### config.mk
export PLATFORM = sky130hd
export DESIGN_NAME = control_unit
export DESIGN_NICKNAME = d
export VERILOG_FILES = /design/src/rtl/control_unit.sv
export SDC_FILE = /design/constraint.sdc
export NUM_CORES = 1
export LEC_CHECK = 0
export CORE_MARGIN = 3
export CORE_UTILIZATION = 69
export CTS_BUF_LIST = sky130_fd_sc_hd__clkbuf_8
export CTS_CLUSTER_DIAMETER = 30
export DETAILED_ROUTE_END_ITERATION = 8
export DONT_BUFFER_PORTS = 1
export PLACE_DENSITY = 0.85
export RECOVER_POWER = 50
export SKIP_LAST_GASP = 1
export SYNTH_ARGS = -nofsm -noshare
export SYNTH_HDL_FRONTEND = slang
export SYNTH_SLANG_ARGS = --single-unit
export TNS_END_PERCENT = 10
### constraint.sdc
create_clock -name clk -period 2.5 [get_ports clk]
set_clock_uncertainty 0.2 [all_clocks]
set_input_delay 0.25 -clock clk [delete_from_list [all_inputs] [get_ports clk]]
set_output_delay 0.25 -clock clk [all_outputs]
set_load 0.01 [all_outputs]
### src/rtl/control_unit.sv
// Multi-cycle control unit for an 8-bit accumulator-style core.
// It sequences fetch, decode, execute and operand steps, and drives the program memory and the register-file control signals.
module control_unit (
  input  logic       clk,
  input  logic       rst,
  input  logic       en,
  input  logic [7:0] mem_data,
  output logic [7:0] mem_addr,
  output logic [2:0] alu_sel,
  output logic [1:0] rf_raddr_a,
  output logic [1:0] rf_raddr_b,
  output logic [1:0] rf_waddr,
  output logic       rf_we,
  output logic       wb_sel,
  output logic [7:0] imm_data,
  output logic       halted
);

  typedef enum logic [2:0] {
    FETCH   = 3'd0,
    DECODE  = 3'd1,
    EXEC    = 3'd2,
    OPERAND = 3'd3,
    IMM     = 3'd4,
    HALT    = 3'd5
  } state_e;

  typedef enum logic [2:0] {
    OP_ADD = 3'b000,
    OP_SUB = 3'b001,
    OP_AND = 3'b010,
    OP_OR  = 3'b011,
    OP_MOV = 3'b100,
    OP_LDI = 3'b101,
    OP_JMP = 3'b110,
    OP_HLT = 3'b111
  } opcode_e;

  state_e     state_q, state_d;
  logic [7:0] pc_q, pc_d;
  // ir bit 0 carries no meaning, so only bits 7:1 are stored
  logic [7:1] ir_q, ir_d;
  logic       we_raw;

  always_ff @(posedge clk) begin
    if (rst) begin
      state_q <= FETCH;
      pc_q    <= '0;
      ir_q    <= '0;
    end else begin
      state_q <= state_d;
      pc_q    <= pc_d;
      ir_q    <= ir_d;
    end
  end

  always_comb begin
    state_d  = state_q;
    pc_d     = pc_q;
    ir_d     = ir_q;
    alu_sel  = '0;
    we_raw   = 1'b0;
    wb_sel   = 1'b0;
    imm_data = '0;

    case (state_q)
      FETCH: state_d = DECODE;
      DECODE: begin
        ir_d = mem_data[7:1];
        pc_d = pc_q + 8'd1;
        case (opcode_e'(mem_data[7:5]))
          OP_LDI, OP_JMP: state_d = OPERAND;
          OP_HLT:         state_d = HALT;
          default:        state_d = EXEC;
        endcase
      end
      EXEC: begin
        alu_sel = ir_q[7:5];
        we_raw  = 1'b1;
        state_d = FETCH;
      end
      OPERAND: state_d = IMM;
      IMM: begin
        if (opcode_e'(ir_q[7:5]) == OP_LDI) begin
          imm_data = mem_data;
          wb_sel   = 1'b1;
          we_raw   = 1'b1;
          pc_d     = pc_q + 8'd1;
        end else begin
          pc_d = mem_data;
        end
        state_d = FETCH;
      end
      HALT:    state_d = HALT;
      default: state_d = FETCH;
    endcase

    // A stall freezes all architectural state; the step then replays once en returns
    if (!en) begin
      state_d = state_q;
      pc_d    = pc_q;
      ir_d    = ir_q;
    end
  end

  assign rf_we      = we_raw & en;
  assign mem_addr   = pc_q;
  assign rf_raddr_a = ir_q[4:3];
  assign rf_raddr_b = ir_q[2:1];
  assign rf_waddr   = ir_q[4:3];
  assign halted     = (state_q == HALT);

endmodule

== Word-level counts from Yosys, hierarchy flattened ==
Index checks and enable logic that the tools add are counted.

* Register bits: 18
* Logic and storage cells: 29

* $add $sub $neg: 1
* Equality and inequality tests: 9
* Muxes and demuxes: 10
* Bitwise gates (word level): 1
* Reduce and logical (&&, ||, !) cells: 5

{| class="wikitable"
|+ Operator list
! kind !! count
|-
| 8-bit two-way mux || 3
|-
| 3-bit equality test, second input constant || 6
|-
| 8-bit case mux with 2 select lines || 1
|-
| 3-bit case mux with 4 select lines || 1
|-
| 8-bit by 1-bit adder with 8-bit output, second input constant || 1
|-
| 3-bit by 2-bit equality test with 1-bit output, second input constant || 2
|-
| 3-bit case mux with 2 select lines || 1
|-
| 2-bit AND reduction || 2
|-
| 3-bit by 1-bit equality test with 1-bit output, second input constant || 1
|-
| 3-bit logical NOT || 1
|-
| 3-bit two-way mux || 1
|-
| 1-bit two-way mux || 2
|-
| 1-bit case mux with 2 select lines || 1
|-
| 2-bit nonzero test || 1
|-
| 2-bit OR reduction || 1
|-
| 1-bit AND || 1
|}

== Depth between registers and ports, before layout ==
Gate-level depths: netlist of run 1.

* Depth in word-level cells: 4
* Depth in mapped cells: 6
* Mapped depth without buffers: 4

== Least setup slack after synthesis of run 1 ==
OpenSTA, ideal clock, no wires.

* Path kind: register -> output
* Start: register state_q[2]
* End: output port rf_we
* Data arrival time: 1358 ps
* Path slack: 692 ps
* Stages on the path, launching flop included: 4
* Buffers on the path: 0
* Path through: dfxtp_1 > inv_1 > nor4_2 > o21a_1

* Longest elaborated chain between the ends: 3
* Elaborated cells on any way between the ends: 4

{| class="wikitable"
|+ RTL lines
! item !! line !! RTL
|-
| start, declared || 39 || <nowiki>state_e state_q, state_d;</nowiki>
|-
| start signal, assigned || 51 || <nowiki>state_q <= state_d;</nowiki>
|-
| 3-bit equality test or 3-bit by 2-bit equality test with 1-bit output (tied branches) || 66 || <nowiki>case (state_q)</nowiki>
|-
| 1-bit case mux with 2 select lines (*) || 66 ||
|-
| 1-bit AND (*) || 106 || <nowiki>assign rf_we = we_raw & en;</nowiki>
|-
| end, declared || 13 || <nowiki>output logic rf_we,</nowiki>
|}

Mark *: on every way between the ends. The rest lies on a longest branch, timed or not.

== Final worst setup path of run 1 ==
* Start: register state_q[2]
* End: output port imm_data[2]

* Longest elaborated chain between the ends: 2

{| class="wikitable"
|+ RTL lines
! item !! line !! RTL
|-
| 3-bit equality test || 66 ||
|-
| 8-bit two-way mux || 66 ||
|-
| end, declared || 15 || <nowiki>output logic [7:0] imm_data,</nowiki>
|}

No other way between the ends.

==> qor.yml, run 1 <==
status:
  outcome: "completed"
worst_setup_path:
  cp-end-kind: "output pin"
  critical_path_required_ns: 2.05
  cp_max_fo: 10
  rrSetupSlack_ns: 0.56
  critPathLaunchType: "flop"
  critPathKind: "reg2out"
  arrival_ns: 1.54
global_route:
  grt_start_max_net_pins: 22
  overflow: 0
  grt_pass1_vias: 958
  grt_pass1_wl_mm: 4.48
  antenna_found_initial: 0
  grt_usage: 0.293
final_layout:
  layout_common_cells: "18 x dfxtp_1, 14 x mux2i_1, 11 x and2_1, 11 x nor2_1, 9 x dlygate4sd3_1"
  diodes: 0
  drive_gt1_frac: 0.0840
  final_net_count: 144
  syn_to_final_growth_pct: 7.72
  final_common_cell: "dfxtp_1"
  nFillCells: 81
placed_design:
  post-place-ws_ns: 0.607
  dp_hpwl_mm: 1.84
  portBuffers: 0
  routabilityCongestion: 0.842
route:
  wl_per_cell_um: 19.2
  vias: 992
  drtIter0Drc: 37
  drt-total-wl_mm: 2.80
  vias_per_cell: 6.79
  drtPass1Iterations: 4
  drc: 0
  antenna_left: 0
clock_network:
  post_cts_buffers: 0
  cts_buffers: 3
  ctsHoldBuffers: 9
  root_buffer: "clkbuf_8"
  cts.htree.levels: 1
  cts.sinks: 18
  cts_buffer_depth: 2
  cts_resized: 0
  worstSkewPairLatency_ns: 0.26
  cts_tree: "built"
  clkTransAtPathRegs_ns: 0.07
power_and_ir_drop:
  leakage_uw: 0.000449
  p_per_area_mw_per_mm2: 528
  worst_ir_drop_vdd_v: 0.000398
logic_synthesis:
  synth_warnings: 0
  ys_ff_latch: 18
  syn_inst: 130
  synth.distinct_cells: 37
  synth_nets: 142
  synth_edf_count: 0
  syn_area_mm2: 0.00112
  avgSynthCellArea_um2: 8.60
  async_flop_share: 0
  ys_seq_area_frac: 0.322
  synth-main-ff-cell: "dfxtp_1"
timing:
  setup-violations-final: 0
  fin_ws_ns: 0.508
  hold_violations: 0
  finalSetupTns_ns: 0
  period_share: 0.797
  slew_headroom: 0.494
  fmax_ghz: 0.502
  slew_viol_final: 0
  worstMarginPinSlew_ns: 0.756
  rsz0062_at_grt: "false"
  fin_crit_ns: 1.99
die:
  die-area_mm2: 0.00214
  fp-row-count: 13
  die_width_um: 46.3
  start_util: 0.790
  die_h_um: 46.3
  core_area_mm2: 0.00142
  io_pins: 39
worst_hold_path:
  hold_path_class: "in2reg"
run:
  maxCapViolations: 0
-- flip-flops by register name (all words and copies together), names as in the netlist --
register and flops:
state_q 3, ir_q 7, mem_addr 8
-- cells by family (layout without fill, tap and decap cells) --
kind of cell | Yosys count | after routing | share of synthesized area
AND/OR/NAND/NOR | 56 | 56 | 0.293
AO/OA/AOI/OAI | 23 | 23 | 0.148
flip-flops | 18 | 18 | 0.322
buffers and inverters | 17 | 18 | 0.0928
multiplexers | 14 | 14 | 0.125
adder cells (fa/ha/maj) | 1 | 1 | 0.0112
XOR/XNOR | 1 | 1 | 0.00783
-- report_power, final --
group | internal, µW | switching (µW)
clock | 140 | 99.4
sequential | 298 | 21.2
combinational | 38.5 | 38.6
total | 477 | 159
-- cells in the mapped netlist (all sizes together), types with 4 or more instances --
master  count  area, µm²
mux2i      14        140
o32ai       4       35.0
dfxtp      18        360
nand2b      5       31.3
nor2       11       41.3
and2       11       68.8
a21oi       7       35.0
nand3       5       25.0
nor3b       4       35.0
buf        11       81.3
nand2       7       26.3
-- through the flow --
stage	area [µm²]	hold WS (ns)	total power, µW	std cells	util
floorplan	1120	0.197	387	130	-
global placement	1060	0.119	380	133	0.749
detailed placement	1060	0.122	383	133	0.749
CTS	1200	0.00183	635	146	0.851
global route	1200	0.0259	657	146	0.851
finish	1200	0.0103	636	146	0.851
-- metal layers --
layer  vias up  GRT usage  wire length [µm]
li1        462          -                 -
met1       471      0.371              1240
met2        55      0.467              1310
met3         4     0.0977               221
met4         0     0.0909                31
met5         -          0                 0
-- final cells by class --
cell class	instances	area, µm²	area share
multi-input cells	95	654	0.543
clock buffers	4	55.1	0.0457
well taps	15	18.8	0.0156
flip-flops and latches	18	360	0.299
repair buffers	11	105	0.0872
inverters	3	11.3	0.00935
-- path summary, 6_finish.rpt --
check | from | end | cells past startpoint
min reg2reg | ir_q[5]$_SDFFE_PP0P_ | ir_q[5]$_SDFFE_PP0P_ | 2
max reg2reg | state_q[2]$_SDFFE_PP0P_ | mem_addr[4]$_SDFFE_PP0P_ | 4
min | mem_data[3] | ir_q[3]$_SDFFE_PP0P_ | 2
max | state_q[2]$_SDFFE_PP0P_ | imm_data[2] | 4
-- worst max-delay path: stages, from the launching register on --
cell and delay [ns]:
dfxtp_1 0.43, inv_1 0.12, nor4_2 0.31, buf_4 0.22, and2_1 0.20
No activity file was read; power rests on OpenSTA's default activity.
==> run 2: changes to the inputs <==
Settings changed: CORE_UTILIZATION 69 to 58, PLACE_DENSITY 0.85 to 0.76.
Clock period 2.5 ns to 1.7 ns, I/O delays scaled along.
==> qor.yml, run 2 (synthesis results as in run 1) <==
die:
  die-area_mm2: 0.00249  # +16%
  core_area_mm2: 0.00176  # +25%
  die_h_um: 49.9  # +7.9%
  fp-row-count: 15  # +2
  die_width_um: 49.9  # +7.9%
  start_util: 0.634  # -0.156
  io_pins: 39  # unchanged
route:
  drt-total-wl_mm: 3.07  # +9.5%
  drtIter0Drc: 68  # +84%
  drtPass1Iterations: 4  # unchanged
  vias_per_cell: 6.34  # -6.7%
  drc: 0  # unchanged
  antenna_left: 0  # unchanged
  wl_per_cell_um: 18.0  # -6.0%
  vias: 1078  # +8.7%
final_layout:
  layout_common_cells: "16 x dfxtp_1, 14 x mux2i_1, 11 x nor2_1"
  final_common_cell: "dfxtp_1"
  drive_gt1_frac: 0.186  # +0.102
  post-route-util: 0.762  # -0.0890
  diodes: 0  # unchanged
  syn_to_final_growth_pct: 20.2
  largest_reg_flops: 8  # unchanged
  fin_cells: 170  # +16%
  final_net_count: 158  # +9.7%
clock_network:
  cts_tree: "built"
  cts.htree.levels: 1  # unchanged
  worstSkewPairLatency_ns: 0.26  # about the same
  root_buffer: "clkbuf_8"
  clkTransAtPathRegs_ns: 0.07  # about the same
  cts.sinks: 18  # unchanged
  cts_buffers: 3  # unchanged
  cts_buffer_depth: 2  # unchanged
worst_setup_path:
  crit_top_cell: "buf_4"
  arrival_ns: 1.46  # -0.08 ns
  critPathKind: "reg2out"
  cp_slowest_cell: "dfxtp_2"
  worstPathCellList: "buf_4 > nor4_4 > buf_4 > and2_1"
  max_stage_delay_ns: 0.34  # -0.09 ns
  cp_top_family: "simple AND/OR/NAND/NOR gates"
  cp_max_fo: 7  # -3
  critPathBufInv: 2  # unchanged
  rrSetupSlack_ns: 0  # -0.56 ns
  critical_path_required_ns: 1.33  # -0.72 ns
  cp-end-kind: "output pin"
  critPathLaunchType: "flop"
timing:
  setup-violations-final: 9  # +9
  slew_viol_final: 0  # unchanged
  fin_crit_ns: 1.83
  hold_violations: 0  # unchanged
  rsz0062_at_grt: "true"
  worstMarginPinSlew_ns: 0.790  # +0.0341 ns
  fmax_ghz: 0.548
  slew_headroom: 0.472  # -0.0228
  period_share: 1.07
  fin_ws_ns: -0.126  # -0.634 ns
status:
  failed_checks: "setup timing"
  outcome: "complete, but fails checks"
global_route:
  antenna_found_initial: 0  # unchanged
  grt_start_max_net_pins: 23  # +4.5%
  overflow: 0  # unchanged
  grt_pass1_wl_mm: 4.79  # +6.9%
  grt_pass1_vias: 996  # +4.0%
  grt_usage: 0.248  # -0.0457
worst_hold_path:
  hold_path_class: "in2reg"
run:
  maxCapViolations: 0  # unchanged
power_and_ir_drop:
  worst_ir_drop_vdd_v: 0.000524  # +32%
  total_power_uw: 965  # +52%
  leakage_uw: 0.000511  # +14%
  p_per_area_mw_per_mm2: 718  # +36%
placed_design:
  dp.cells: 155  # +17%
  post-place-ws_ns: 0.0209  # -0.586 ns
  portBuffers: 0  # unchanged
  dp_hpwl_mm: 1.81  # -1.7%
  routabilityCongestion: 0.870  # +3.3%
-- run 2: changes by cell type in the layout (fill, tap and decap cells not counted), sizes merged --
cell | previous run | this run
dlygate4sd3 | 9 | 10
buf | 2 | 10
clkbuf | 4 | 9
-- run 2: routing by layer --
layer	up-vias	routed length, µm	part of all wire	GRT usage
met3	5	341	0.11	0.0634
li1	491	-	-	-
met2	80	1450	0.47	0.405
met4	0	46	0.015	0.0737
met1	502	1230	0.40	0.317
met5	-	0	0	0
-- run 2: final timing paths --
| path | startpoint | to | cells past startpoint |
|---|---|---|---|
| worst max-delay path | state_q[0]$_SDFFE_PP0P_ | imm_data[7] | 4 |
| worst min-delay path | mem_data[6] | mem_addr[6]$_SDFFE_PP0P_ | 2 |
| worst max register to register | mem_addr[0]$_SDFFE_PP0P_ | mem_addr[7]$_SDFFE_PP0P_ | 5 |
| worst min register to register | ir_q[6]$_SDFFE_PP0P_ | ir_q[6]$_SDFFE_PP0P_ | 2 |
-- run 2: final cells by class --
type | count | area, µm²
multi-input combinational | 95 | 676
fill | 121 | 419
sequential | 18 | 365
timing repair buffer | 25 | 206
clock buffer | 4 | 55.1
tap | 25 | 31.3
inverter | 3 | 11.3
-- run 2: per-stage QoR --
| stage | setup TNS (ns) | area, µm² | hold slack, ns |
|---|---|---|---|
| final | -0.962 | 1350 | 0.00414 |
| after global routing | -1.74 | 1350 | 0.0182 |
| after CTS | -0.834 | 1350 | 0.00172 |
| after detailed placement | 0 | 1180 | 0.0403 |
| after global placement | 0 | 1180 | 0.0416 |
| after floorplan | 0 | 1130 | 0.117 |
-- run 2: repair_timing --
action                                  CTS  global route
hold buffers                             10             0
setup buffers                             1             0
endpoints found under the hold margin    18             0
gates resized for setup                   3             5
endpoints found under the setup margin   13            17
pin swaps                                 0             1
-- run 2: where the power goes --
part	switching, µW	internal, µW
combinational	79.4	71.8
clock	150	206
sequential	19.7	438
total	250	716
